==> config.mk <==
export PLATFORM = sky130hd
export DESIGN_NAME = key_event_decoder
export DESIGN_NICKNAME = d
export VERILOG_FILES = /design/src/rtl/key_event_pkg.sv /design/src/rtl/key_event_decoder_tick_prescaler.sv /design/src/rtl/key_event_decoder.sv
export SDC_FILE = /design/constraint.sdc
export NUM_CORES = 1
export LEC_CHECK = 0
export ABC_AREA = 1
export CAP_MARGIN = 10
export CORE_ASPECT_RATIO = 1.4
export CORE_MARGIN = 8
export CORE_UTILIZATION = 55
export DETAILED_ROUTE_END_ITERATION = 10
export GPL_TIMING_DRIVEN = 0
export PLACE_DENSITY = 0.83
export SYNTH_ARGS = -nofsm -noshare
export SYNTH_HDL_FRONTEND = slang
export SYNTH_HIERARCHICAL = 1
export SYNTH_SLANG_ARGS = --single-unit
==> constraint.sdc <==
create_clock -name sys_clk -period 1.95 [get_ports sys_clk]
set_input_delay 0.39 -clock sys_clk [delete_from_list [all_inputs] [get_ports sys_clk]]
set_output_delay 0.39 -clock sys_clk [all_outputs]
set_load 0.1 [all_outputs]
==> src/rtl/key_event_pkg.sv <==
// key_event_pkg
//   Shared constants for the key event decoder: event codes presented on
//   event_code and the FSM state encodings.
//   Optional feature macro used by the decoder: KEY_REPEAT_EN.
package key_event_pkg;

   localparam logic [2:0] EV_NONE      = 3'd0;
   localparam logic [2:0] EV_PRESS     = 3'd1;
   localparam logic [2:0] EV_REL_SHORT = 3'd2;
   localparam logic [2:0] EV_LONG      = 3'd3;
   localparam logic [2:0] EV_REL_LONG  = 3'd4;
   localparam logic [2:0] EV_REPEAT    = 3'd5;

   localparam logic [1:0] ST_IDLE      = 2'd0;
   localparam logic [1:0] ST_PRESSED   = 2'd1;
   localparam logic [1:0] ST_LONG_HELD = 2'd2;

endpackage

==> src/rtl/key_event_decoder_tick_prescaler.sv <==
// tick_prescaler
//   Divides sys_clk into a one-cycle timing tick. The counter runs
//   0 .. C_TICK_DIV-1 and tick is high while it sits on the last value.
//   clr restarts the count at 0 so tick timing is relative to the press edge.
// Ports:
//   sys_clk  in   system clock
//   sys_rst  in   asynchronous active-low reset
//   clr      in   synchronous restart of the count
//   tick     out  one-cycle pulse every C_TICK_DIV cycles
module tick_prescaler #(
   parameter int unsigned C_TICK_DIV = 50000
) (
   input  logic sys_clk,
   input  logic sys_rst,
   input  logic clr,
   output logic tick
);

   localparam int unsigned W = (C_TICK_DIV > 1) ? $clog2(C_TICK_DIV) : 1;
   localparam logic [W-1:0] LAST = W'(C_TICK_DIV - 1);

   logic [W-1:0] cnt_q;
   logic [W-1:0] cnt_d;

   assign tick = (cnt_q == LAST);

   always_comb begin
      cnt_d = cnt_q + 1'b1;
      if (clr || tick) begin
         cnt_d = '0;
      end
   end

   always_ff @(posedge sys_clk or negedge sys_rst) begin
      if (!sys_rst) begin
         cnt_q <= '0;
      end else begin
         cnt_q <= cnt_d;
      end
   end

endmodule

==> src/rtl/key_event_decoder.sv <==
// key_event_decoder
//   Turns a debounced key level into timed key events (PRESS, REL_SHORT,
//   LONG, REL_LONG and, with the optional feature, REPEAT) held in a single
//   entry valid/ready output register.
//   Optional feature macro: KEY_REPEAT_EN (enables REPEAT while long-held).
// Ports:
//   sys_clk      in   system clock
//   sys_rst      in   asynchronous active-low reset
//   key_in       in   debounced key level
//   event_valid  out  event pending
//   event_code   out  pending event code (see key_event_pkg)
//   event_ready  in   consumer accepts when event_valid & event_ready
//   key_active   out  registered pressed state
//   overflow     out  sticky, an event was dropped under backpressure
//
// state     | meaning
// ----------+---------------------------------------------------------
// IDLE      | key released (or reset while held); waits for press edge
// PRESSED   | key held, counting ticks toward the LONG threshold
// LONG_HELD | LONG emitted; waits for release (optionally REPEATs)
module key_event_decoder
   import key_event_pkg::*;
#(
   parameter logic        C_INPUT_POLARITY = 1'b0,
   parameter int unsigned C_TICK_DIV       = 50000,
   parameter int unsigned C_LONG_TICKS     = 1000,
   parameter int unsigned C_REPEAT_TICKS   = 200,
   parameter int unsigned C_CNT_WIDTH      = 16
) (
   input  logic       sys_clk,
   input  logic       sys_rst,
   input  logic       key_in,
   output logic       event_valid,
   output logic [2:0] event_code,
   input  logic       event_ready,
   output logic       key_active,
   output logic       overflow
);

   localparam logic [C_CNT_WIDTH-1:0] LONG_TH = C_CNT_WIDTH'(C_LONG_TICKS);
   localparam logic [C_CNT_WIDTH-1:0] REP_TH  = C_CNT_WIDTH'(C_REPEAT_TICKS);

   logic                   key_q, key_d;
   logic                   key_active_q, key_active_d;
   logic [1:0]             state_q, state_d;
   logic [C_CNT_WIDTH-1:0] hold_cnt_q, hold_cnt_d;
   logic                   ev_valid_q, ev_valid_d;
   logic [2:0]             ev_code_q, ev_code_d;
   logic                   overflow_q, overflow_d;

   logic       now_active, prev_active;
   logic       press_edge, rel_edge;
   logic       presc_clr, tick;
   logic       new_ev;
   logic [2:0] new_code;

   assign now_active  = (key_in == C_INPUT_POLARITY);
   assign prev_active = (key_q  == C_INPUT_POLARITY);
   assign press_edge  = !prev_active &&  now_active;
   assign rel_edge    =  prev_active && !now_active;
   assign presc_clr   = press_edge && (state_q == ST_IDLE);

   tick_prescaler #(
      .C_TICK_DIV (C_TICK_DIV)
   ) u_presc (
      .sys_clk (sys_clk),
      .sys_rst (sys_rst),
      .clr     (presc_clr),
      .tick    (tick)
   );

`ifdef KEY_REPEAT_EN
   logic [C_CNT_WIDTH-1:0] rep_cnt_q, rep_cnt_d;

   always_ff @(posedge sys_clk or negedge sys_rst) begin
      if (!sys_rst) begin
         rep_cnt_q <= '0;
      end else begin
         rep_cnt_q <= rep_cnt_d;
      end
   end
`else
   logic [C_CNT_WIDTH-1:0] unused_rep_th;
   assign unused_rep_th = REP_TH;
`endif

   // Release is tested before any threshold so a coincident release wins.
   always_comb begin
      state_d    = state_q;
      hold_cnt_d = hold_cnt_q;
`ifdef KEY_REPEAT_EN
      rep_cnt_d  = rep_cnt_q;
`endif
      new_ev     = 1'b0;
      new_code   = EV_NONE;
      case (state_q)
         ST_IDLE: begin
            if (press_edge) begin
               state_d    = ST_PRESSED;
               hold_cnt_d = '0;
`ifdef KEY_REPEAT_EN
               rep_cnt_d  = '0;
`endif
               new_ev     = 1'b1;
               new_code   = EV_PRESS;
            end
         end
         ST_PRESSED: begin
            if (rel_edge) begin
               state_d  = ST_IDLE;
               new_ev   = 1'b1;
               new_code = EV_REL_SHORT;
            end else if (hold_cnt_q == LONG_TH) begin
               state_d  = ST_LONG_HELD;
               new_ev   = 1'b1;
               new_code = EV_LONG;
            end else if (tick && (hold_cnt_q != '1)) begin
               hold_cnt_d = hold_cnt_q + 1'b1;
            end
         end
         ST_LONG_HELD: begin
            if (rel_edge) begin
               state_d  = ST_IDLE;
               new_ev   = 1'b1;
               new_code = EV_REL_LONG;
            end
`ifdef KEY_REPEAT_EN
            else if (rep_cnt_q == REP_TH) begin
               rep_cnt_d = '0;
               new_ev    = 1'b1;
               new_code  = EV_REPEAT;
            end else if (tick && (rep_cnt_q != '1)) begin
               rep_cnt_d = rep_cnt_q + 1'b1;
            end
`endif
         end
         default: begin
            state_d = ST_IDLE;
         end
      endcase
   end

   // Single-entry output register: a new event replaces an accepted one,
   // and is dropped (overflow) while an unaccepted event is pending.
   always_comb begin
      ev_valid_d = ev_valid_q;
      ev_code_d  = ev_code_q;
      overflow_d = overflow_q;
      if (new_ev) begin
         if (!ev_valid_q || event_ready) begin
            ev_valid_d = 1'b1;
            ev_code_d  = new_code;
         end else begin
            overflow_d = 1'b1;
         end
      end else if (ev_valid_q && event_ready) begin
         ev_valid_d = 1'b0;
      end
   end

   assign key_d        = key_in;
   assign key_active_d = now_active;

   // key_q resets to the active level so a key held through reset does not
   // look like a fresh press edge.
   always_ff @(posedge sys_clk or negedge sys_rst) begin
      if (!sys_rst) begin
         key_q        <= C_INPUT_POLARITY;
         key_active_q <= 1'b0;
         state_q      <= ST_IDLE;
         hold_cnt_q   <= '0;
         ev_valid_q   <= 1'b0;
         ev_code_q    <= EV_NONE;
         overflow_q   <= 1'b0;
      end else begin
         key_q        <= key_d;
         key_active_q <= key_active_d;
         state_q      <= state_d;
         hold_cnt_q   <= hold_cnt_d;
         ev_valid_q   <= ev_valid_d;
         ev_code_q    <= ev_code_d;
         overflow_q   <= overflow_d;
      end
   end

   assign event_valid = ev_valid_q;
   assign event_code  = ev_code_q;
   assign key_active  = key_active_q;
   assign overflow    = overflow_q;

endmodule

# --- After elaboration in Yosys (flattened, before gate mapping) ---
# Cells that the tools add are included.
word_totals:
  regBits: 41
  in_bits: 4
classes:
  n_addsub: 2
  n_eq_ne: 12
  n_mux: 24
  n_bitwise: 3
  n_reduce_logical: 16
op_table:
  columns: ["operator", "count"]
  rows:
  - ["16-bit 2-to-1 mux", 5]
  - ["16-bit by 1-bit adder with 16-bit output, second input constant", 2]
  - ["16-bit case mux with 2 select lines", 1]
  - ["16-bit by 10-bit == test with 1-bit output, second input constant", 1]
  - ["16-bit == test, second input constant", 1]
  - ["16-bit inequality test, second input constant", 1]
  - ["2-bit 2-to-1 mux", 6]
  - ["2-bit inequality test, second input constant", 5]
  - ["3-bit case mux with 3 select lines", 1]
  - ["1-bit 2-to-1 mux", 8]
  - ["2-bit case mux with 3 select lines", 1]
  - ["2-bit AND reduction", 3]
  - ["1-bit logical AND", 5]
  - ["5-bit AND reduction", 1]
  - ["2-bit nonzero test", 2]
  - ["3-bit 2-to-1 mux", 1]
  - ["3-bit inequality test, second input constant", 1]
  - ["1-bit inverter", 3]
  - ["1-bit case mux with 3 select lines", 1]
  - ["3-bit AND reduction", 1]
  - ["2-bit by 1-bit == test with 1-bit output, second input constant", 1]
  - ["2-bit == test, second input constant", 1]
  - ["2-bit zero test", 1]
  - ["1-bit logical OR", 2]
  - ["other kinds (2)", 2]

# --- Logic depth before layout (Yosys ltp) ---
# Gate-level depths: netlist (run 1).
logic_depth:
  ltp_word: 6
  ltp_mapped: 12

# --- Modules after synthesis ---
# Netlist (run 1), hierarchy kept.
modules_own_cells:
  columns: ["mod", "n_inst", "cells_per_inst", "area_each_um2", "seq_area_each_um2"]
  rows:
  - ["key_event_decoder", 1, 233, 1621.6, 625.6]
  - ["tick_prescaler", 1, 123, 960.9, 400.4]

# --- Worst setup path after synthesis (run 1) ---
# No wires, ideal clock.
synth_path:
  path_kind: "register -> register"
  start: "register u_presc.cnt_q[0]"
  end: "register hold_cnt_q[10]"
  setup_ns: 0.117
  arrival_ns: 1.502
  path_slack_ns: 0.331
  path_stages_with_launch: 10
  n_path_buf: 1
  period_less_slack_ns: 1.619
  path_cell_list: "dfrtp_1 -> ha_1 -> nand3_2 -> nor3_1 -> inv_1 -> nor2_2 -> nand3_4 -> buf_6 -> nand3_1 -> nand2_1"
synth_via:
  elab_chain_cells: 4
synth_lines:
  columns: ["item", "line", "source"]
  rows:
  - ["from (decl)", "key_event_decoder_tick_prescaler.sv:22", "logic [W-1:0] cnt_q;"]
  - ["from (signal assigned)", "key_event_decoder_tick_prescaler.sv:38", "cnt_q <= cnt_d;"]
  - ["16-bit == test", "key_event_decoder_tick_prescaler.sv:25", "assign tick = (cnt_q == LAST);"]
  - ["net tick", "key_event_decoder.sv:53", "logic presc_clr, tick;"]
  - ["1-bit logical AND", "key_event_decoder.sv:117", "end else if (tick && (hold_cnt_q != '1)) begin"]
  - ["2-bit inequality test (no source line)", null, null]
  - ["5-bit AND reduction (no source line)", null, null]
  - ["to (signal assigned)", "key_event_decoder.sv:179", "hold_cnt_q <= hold_cnt_d;"]
  - ["to (decl)", "key_event_decoder.sv:46", "logic [C_CNT_WIDTH-1:0] hold_cnt_q, hold_cnt_d;"]
# The timed path passes the listed nets, and every way through them passes these cells.
# A chain may end at the register's enable or synchronous reset.

# --- Worst setup path in the final report (run 1) ---
layout_path:
  start: "register ev_code_q[2] (netlist: event_code[2])"
  end: "output event_code[2]"
layout_rtl:
  columns: ["item", "line", "source"]
  rows:
  - ["from (decl)", "key_event_decoder.sv:48", "logic [2:0] ev_code_q, ev_code_d;"]
  - ["from (signal assigned)", "key_event_decoder.sv:181", "ev_code_q <= ev_code_d;"]
  - ["to (decl)", "key_event_decoder.sv:34", "output logic [2:0] event_code,"]
# No word-level cell between the ends.

==> metrics, run 1 <==
crit path launch type flop; Post-Synth Adder-Cell Area 1.45%; fmax 0.526 GHz; Syn Area/Cell 7.25 um^2; vias in the first global route 2,352; Crit path arrival time 1.51 ns; PD cells 767 mW/mm^2; Netlist cell types 30; hold slack final 0.430 ns; DR WL/cell 12.1 um; grt total ovfl 0; commonest non-fill, non-tap cells in the layout nand2_1 (104), nor2_1 (52), dfrtp_1 (41), nand3_1 (37), inv_1 (33); All-Layer GR Usage 16.7%; Worst path top cell family by delay buffers and inverters; Worst-Margin Slew 0.973 ns; final hold violations 0; area grow syn2layout 12.8%; Seq pwr share 44.5%; largest net degree at the start of global routing 41; VDD IR max 545 uV; drt pass-1 iters 4; worst skew pair latency 0.29 ns; max-slew violation total from the final report 0; post-synthesis compound-gate area fraction 2.33%; critical path type reg2out; ANT cells 0; Final Skew 0.00729 ns; Max FO, Critical Path 2; Synthesis Warnings 6; H-Tree Depth 2; total power 2230 uW; unrepaired setup endpoints after global routing false; Setup TNS 0 ns; via count 2,247; Post-DP Area 0.00277 mm^2; final WL 5.33 mm; first-pass GRT wire length 9.63 mm; Worst EP required 1.56 ns; max-cap violations 0; mux cell area share after synthesis 0%; Ports 10; dominant cell type by area after synthesis dfrtp_1; Vias/cell 5.12; commonest non-fill, non-tap cell in the layout nand2_1; sequential-to-total area share from yosys stat 39.7%; Worst Hold Class in2async; internal reg-to-reg setup slack 0.20 ns; Synth area leaders dfrtp_1 (40%), nand2_1 (15%), nor2_1 (7.6%); Synth Cell Area 0.00258 mm^2; flops & latches, synth 41; Placed Cells 428; Final Cycle Share 97.5%; Die ar. 0.00717 mm^2; largest family of logic cells by synthesized area simple AND/OR/NAND/NOR gates; # nets final 383; Post-Synth XOR/XNOR Area 4.75%; Logic pwr share 23.6%; CTS root buffer clkbuf_8; Switching Fraction 33.4%; Synthesized Nets 363; Clock power frac 32.0%; fin cells 439; Net Switching 747 uW; design area 0.00291 mm^2; Final ANT Viol Nets 0; die extent in x 73.9 um; Clk pin slew, worst setup/hold paths 0.08 ns; initial antenna violation count 0; Synth Instances 356; CTS Buf Count 5; Initial DRC Count 101; CTS tree done; core footprint 0.00454 mm^2; hpwl dp 4.03 mm; Leak 0.00131 uW; Final Wtd Congestion 0.954; clk buf depth 2; Synth top area share 39.7%; Chip Height 97.1 um; minimum clock period 1.90 ns; relative max-transition margin 35.4%; CTS sink count 41; P_int 1490 uW; slowest CP cell dlygate4sd2_1; Starting Density 56.9%; Post-Synth Simple-Gate Area 43.9%; status completed; row count 29; layout cell share with drive strength beyond 1 15.1%; IO buf count 9; layout filler cell count 405; critical path capture point type output pin; max incr delay on CP 0.86 ns; final setup vio count 0; crit path cell chain dlygate4sd2_1; DRC viols 0; Buf+Inv Stages, Crit Path 1
## power groups by stage
stage / Sequential (uW) / Clock (uW) / Combinational, uW
6_report: 994 / 714 / 527
5_1_grt: 1010 / 760 / 570
4_1_cts: 990 / 732 / 515
3_5_place_dp: 1010 / 0 / 528
3_3_place_gp: 1000 / 0 / 515
2_1_floorplan: 1170 / 0 / 225
## cell families (layout without fill, tap and decap cells)
| kind of cell | Yosys count | in the layout |
|---|---|---|
| simple gates | 243 | 243 |
| buf+inv | 45 | 66 |
| compound gates | 10 | 10 |
| xor+xnor | 14 | 14 |
| fa+ha+maj | 3 | 3 |
| flops | 41 | 41 |
## repair_timing
item | 4_1_cts | 5_1_grt
setup endpoints to repair | 6 | 14
pin swaps | 0 | 1
setup buffers | 0 | 2
hold buffers | 1 | 0
resized for setup | 6 | 3
hold endpoints to repair | 1 | 0
## metal layers
| layer | wire length (um) | up-vias | share of wire, % | GRT usage, % |
|---|---|---|---|---|
| met5 | 0 | - | 0 | 0 |
| li1 | - | 1149 | - | - |
| met4 | 168 | 0 | 3.2 | 8.50 |
| met1 | 2150 | 1049 | 40 | 17.5 |
| met2 | 2890 | 29 | 54 | 29.8 |
| met3 | 121 | 20 | 2.3 | 3.10 |
## worst paths after layout
path | cells past startpoint | to | from
setup / recovery | 1 | event_code[2] | event_code[2]
hold / removal | 2 | u_presc/cnt_q[1] | sys_rst
setup reg to reg | 10 | hold_cnt_q[3] | u_presc/cnt_q[0]
hold reg to reg | 1 | overflow | overflow
max in group asynchronous | 3 | hold_cnt_q[0] | sys_rst
min in group sys_clk | 1 | overflow | overflow
## synth_stat cells, drive strengths merged
cell    count
nand2     112
nor2       71
dfrtp      41
nand3      40
inv        39
xor2       10
nand4       9
nor3        7
o21ai       6
buf         4
xnor2       4
ha          3
and2        2
clkbuf      2
o21bai      2
a21o        1
nand3b      1
o211ai      1
or2         1
## state kept, by name, summed over array words and instances, names as in the netlist
signal / count
hold_cnt_q: 16
event_code: 3
state_q: 2
key_active: 1
event_valid: 1
u_presc/cnt_q: 16
overflow: 1
key_q: 1
## metrics by stage
step	setup slack (ns)	util, %
4_1_cts	0.0224	63.7
3_3_place_gp	-0.548	60.6
3_5_place_dp	-0.0682	61.0
5_1_grt	0.00459	64.2
6_report	0.0480	64.2
2_1_floorplan	0.331	-
## final cells by class
type,instances,area (um^2),area share [%]
plain buffers,6,55.1,1.89
clock inverters,2,37.5,1.29
clock buffers,6,82.6,2.83
repair buffers,13,124,4.25
well taps,62,77.6,2.66
flip-flops and latches,41,1030,35.2
inverters,39,146,5.02
multi-input cells,270,1370,46.8
No activity file was read; power rests on OpenSTA's default activity.
==> run 2, diff against run 1 <==
--- a/config.mk
+++ b/config.mk
@@ -12,7 +12,7 @@
 export CORE_UTILIZATION = 55
 export DETAILED_ROUTE_END_ITERATION = 10
 export GPL_TIMING_DRIVEN = 0
-export PLACE_DENSITY = 0.83
+export PLACE_DENSITY = 0.69
 export SYNTH_ARGS = -nofsm -noshare
 export SYNTH_HDL_FRONTEND = slang
 export SYNTH_HIERARCHICAL = 1
==> metrics, run 2 (synthesis results as in run 1) <==
Crit path arrival time 1.50 ns (about the same); Vias/cell 5.07 (-0.98%); unrepaired setup endpoints after global routing false; Leak 0.00130 uW (-0.73%); max-slew violation total from the final report 0 (unchanged); vias in the first global route 2,198 (-6.5%); critical path type reg2out; Worst Hold Class in2async; minimum clock period 1.89 ns (-0.0148 ns); largest net degree at the start of global routing 38 (-7.3%); Chip Height 97.1 um (unchanged); H-Tree Depth 2 (unchanged); Die ar. 0.00717 mm^2 (unchanged); first-pass GRT wire length 9.55 mm (-0.86%); status completed; Worst-Margin Slew 0.969 ns (-0.00375 ns); Final Cycle Share 96.8% (-0.76 points); hold slack final 0.453 ns (+0.0223 ns); Final Wtd Congestion 0.913 (-4.3%); max incr delay on CP 0.86 ns (about the same); final hold violations 0 (unchanged); Buf+Inv Stages, Crit Path 1 (unchanged); PD cells 712 mW/mm^2 (-7.2%); Worst path top cell family by delay buffers and inverters; Final ANT Viol Nets 0 (unchanged); Final Skew 0.00575 ns (-0.00154 ns); core footprint 0.00454 mm^2 (unchanged); commonest non-fill, non-tap cells in the layout nand2_1 (104), nor2_1 (52), dfrtp_1 (41), nand3_1 (37), inv_1 (33); CTS tree done; CTS Buf Count 5 (unchanged); grt total ovfl 0 (unchanged); VDD IR max 421 uV (-23%); final setup vio count 0 (unchanged); Starting Density 56.9% (unchanged); Placed Cells 428 (unchanged); All-Layer GR Usage 16.8% (+0.076 points); final WL 5.54 mm (+4.0%); slowest CP cell dlygate4sd2_1; fin cells 439 (unchanged); IO buf count 9 (unchanged); die extent in x 73.9 um (unchanged); Worst EP required 1.56 ns (about the same); Ports 10 (unchanged); relative max-transition margin 35.6% (+0.25 points); worst skew pair latency 0.29 ns (about the same); worst slack, placed -0.0829 ns (-0.0147 ns); commonest non-fill, non-tap cell in the layout nand2_1; max-cap violations 0 (unchanged); Max FO, Critical Path 2 (unchanged); crit path cell chain dlygate4sd2_1; final worst slack 0.0628 ns (+0.0148 ns); hpwl dp 4.22 mm (+4.9%); initial antenna violation count 0 (unchanged); # nets final 383 (unchanged); clk buf depth 2 (unchanged); CTS sink count 41 (unchanged); DR WL/cell 12.6 um (+4.0%); CTS root buffer clkbuf_8; Clk pin slew, worst setup/hold paths 0.07 ns (about the same); critical path capture point type output pin; DRC viols 0 (unchanged); drt pass-1 iters 5 (+1); via count 2,225 (-0.98%); fmax 0.530 GHz (+0.78%); Initial DRC Count 48 (-52%); row count 29 (unchanged); ANT cells 0 (unchanged); layout cell share with drive strength beyond 1 15.1% (unchanged); area grow syn2layout 11.5%; crit path launch type flop
[run 2: path summary, 6_finish.rpt]
check	from	depth (start not counted)	endpoint	slack, ns
setup / recovery	event_code[0]	1	event_code[0]	0.06
hold / removal	sys_rst	2	u_presc/cnt_q[7]	0.45
setup reg to reg	u_presc/cnt_q[0]	10	hold_cnt_q[4]	0.18
hold reg to reg	overflow	1	overflow	0.46
max in group asynchronous	sys_rst	3	overflow	1.09
min in group sys_clk	overflow	1	overflow	0.46
[run 2: per-stage QoR]
step | area, um^2 | utilization, % | power, uW | TNS (ns)
finish | 2880 | 63.5 | 2050 | 0
global route | 2880 | 63.5 | 2170 | 0
CTS | 2860 | 63.0 | 2060 | 0
detailed placement | 2770 | 61.0 | 1530 | -0.798
global placement | 2750 | 60.6 | 1520 | -22.59
floorplan | 2580 | - | 1390 | 0
[run 2: final cells by class]
cell class	count	area, um^2
inverters	39	146
multi-input cells	270	1370
well taps	62	77.6
clock inverters	2	10.0
clock buffers	6	72.6
plain buffers	6	55.1
fillers	423	1660
repair buffers	13	123
flip-flops and latches	41	1030
[run 2: report_power, final]
group          internal (uW)  total (uW)  switching [uW]  leakage (uW)
registers                924         991            67.4      0.000552
clock network            248         534             286     0.0000450
logic                    148         526             378      0.000703
[run 2: worst register-to-register path: stages (launching register included)]
cell	delay, ns
dfrtp_1	0.41
ha_2	0.24
nand3_4	0.12
nor3_2	0.22
inv_1	0.08
nor2_2	0.15
nand3_4	0.11
nand2_4	0.11
buf_6	0.15
nand2_1	0.07
nand2_1	0.06
[run 2: routing by layer]
| metal | vias to the layer above | wire [um] | part of all wire [%] | GRT usage [%] |
|---|---|---|---|---|
| met5 | - | 0 | 0 | 0 |
| li1 | 1157 | - | - | - |
| met3 | 15 | 98 | 1.8 | 2.79 |
| met2 | 30 | 3100 | 56 | 31.3 |
| met1 | 1023 | 2190 | 40 | 16.5 |
| met4 | 0 | 152 | 2.7 | 8.66 |
[run 2: what timing repair did]
action	CTS	global route
hold endpoints to repair	4	0
setup buffers	0	2
endpoints found under the setup margin	15	13
pin swaps	0	1
hold buffers	1	0
gates resized for setup	7	2
==> run 3, diff against run 2 <==
--- a/config.mk
+++ b/config.mk
@@ -13,6 +13,7 @@
 export DETAILED_ROUTE_END_ITERATION = 10
 export GPL_TIMING_DRIVEN = 0
 export PLACE_DENSITY = 0.69
+export SLEW_MARGIN = 15
 export SYNTH_ARGS = -nofsm -noshare
 export SYNTH_HDL_FRONTEND = slang
 export SYNTH_HIERARCHICAL = 1
==> metrics, run 3 (synthesis results as in run 1) <==
status completed; Final ANT Viol Nets 0 (unchanged); # nets final 383 (unchanged); relative max-transition margin 35.4% (-0.20 points); Worst-Margin Slew 0.972 ns (+0.00294 ns); hpwl dp 4.32 mm (+2.2%); Clk pin slew, worst setup/hold paths 0.08 ns (about the same); FF+latch area 0.00103 mm^2 (unchanged); die extent in x 73.9 um (unchanged); CTS sink count 41 (unchanged); CTS Buf Count 5 (unchanged); max-cap violations 0 (unchanged); vias in the first global route 2,262 (+2.9%); fmax 0.529 GHz (-0.25%); Final Cycle Share 97.0% (+0.24 points); Starting Density 56.9% (unchanged); Final Skew 0.0100 ns (+0.00426 ns); Final Wtd Congestion 0.913 (unchanged); drt pass-1 iters 5 (unchanged); fin cells 439 (unchanged); Crit path arrival time 1.50 ns (about the same); Post-DP Area 0.00277 mm^2 (unchanged); Initial DRC Count 69 (+44%); initial antenna violation count 0 (unchanged); Worst Hold Class in2async; Worst EP required 1.56 ns (about the same); first-pass GRT wire length 9.64 mm (+0.94%); DR WL/cell 12.9 um (+1.9%); Worst path top cell family by delay buffers and inverters; Setup crit start event_code[0]; grt total ovfl 0 (unchanged); layout filler cell count 440 (+4.0%); area grow syn2layout 11.4% (about the same); Multi-input gate area 0.00137 mm^2 (unchanged); CTS root buffer clkbuf_8; H-Tree Depth 2 (unchanged); slowest CP cell dlygate4sd2_1; final WL 5.65 mm (+1.9%); FF-to-FF Start u_presc/cnt_q[0]; critical path capture point type output pin; row count 29 (unchanged); Hold Buf Count CTS 0 (-1); Vias/cell 5.13 (+1.3%); Ports 10 (unchanged); minimum clock period 1.89 ns (+0.00476 ns); largest net degree at the start of global routing 27 (-29%); commonest non-fill, non-tap cell in the layout nand2_1; max incr delay on CP 0.86 ns (about the same); final setup vio count 0 (unchanged); max-slew violation total from the final report 0 (unchanged); All-Layer GR Usage 16.8% (+0.080 points); DRC viols 0 (unchanged); Chip Height 97.1 um (unchanged); core footprint 0.00454 mm^2 (unchanged); CTS tree done; Placed Cells 428 (unchanged); IO buf count 9 (unchanged); layout cell share with drive strength beyond 1 15.4% (+0.27 points); Buf+Inv Stages, Crit Path 1 (unchanged); crit path launch type flop; PD cells 716 mW/mm^2 (+0.54%); worst skew pair latency 0.29 ns (about the same); Leak 0.00130 uW (about the same); crit path cell chain dlygate4sd2_1; Max FO, Critical Path 2 (unchanged); clk buf depth 2 (unchanged); ANT cells 0 (unchanged); Die ar. 0.00717 mm^2 (unchanged); via count 2,253 (+1.3%); critical path type reg2out; final hold violations 0 (unchanged); commonest non-fill, non-tap cells in the layout nand2_1 (104), nor2_1 (52), dfrtp_1 (41), nand3_1 (37), inv_1 (33); VDD IR max 421 uV (about the same); unrepaired setup endpoints after global routing false; design area 0.00288 mm^2 (about the same)
[run 3: final timing paths]
kind / to / slack [ns] / depth (start not counted)
worst max-delay path: event_code[0] / 0.06 / 1
worst min-delay path: hold_cnt_q[11] / 0.004 / 1
worst max register to register: hold_cnt_q[2] / 0.22 / 10
worst min register to register: overflow / 0.46 / 1
max in group asynchronous: overflow / 1.48 / 2
min in group sys_clk: overflow / 0.46 / 1
[run 3: where the power goes]
part	switching [uW]	internal [uW]	leakage, uW
clock network	288	248	0.0000450
registers	66.2	924	0.000552
logic	382	152	0.000704
[run 3: final cells by class]
| class | count | share of cell area [%] |
|---|---|---|
| buffer | 6 | 1.91 |
| timing repair buffer | 13 | 4.17 |
| multi-input combinational | 270 | 47.6 |
| clock buffer | 6 | 2.52 |
| clock inverter | 2 | 0.348 |
| sequential | 41 | 35.7 |
| tap | 62 | 2.70 |
| inverter | 39 | 5.09 |
[run 3: metal layers]
metal / up-vias / wire (um) / part of all wire, % / global-route usage, %
met5: - / 0 / 0 / 0
met4: 0 / 189 / 3.3 / 8.66
met3: 21 / 123 / 2.2 / 3.00
met2: 37 / 3130 / 55 / 31.5
met1: 1041 / 2210 / 39 / 16.4
li1: 1154 / - / - / -
[run 3: stage by stage]
stage | power, uW | hold WS [ns] | utilization [%] | worst slack [ns] | setup TNS (ns)
after floorplan | 1390 | 0.0944 | - | 0.331 | 0
after global placement | 1520 | 0.452 | 60.6 | -0.537 | -22.59
after detailed placement | 1530 | 0.333 | 61.0 | -0.0887 | -0.841
after CTS | 2060 | 0.0105 | 62.6 | 0.00189 | 0
after global routing | 2180 | 0.0331 | 63.4 | 0.00500 | 0
final | 2060 | 0.00427 | 63.4 | 0.0580 | 0
[run 3: what timing repair did]
item,4_1_cts,5_1_grt
setup endpoints to repair,6,13
hold endpoints to repair,0,0
resized for setup,6,3
setup buffers,0,3
pin swaps,0,1
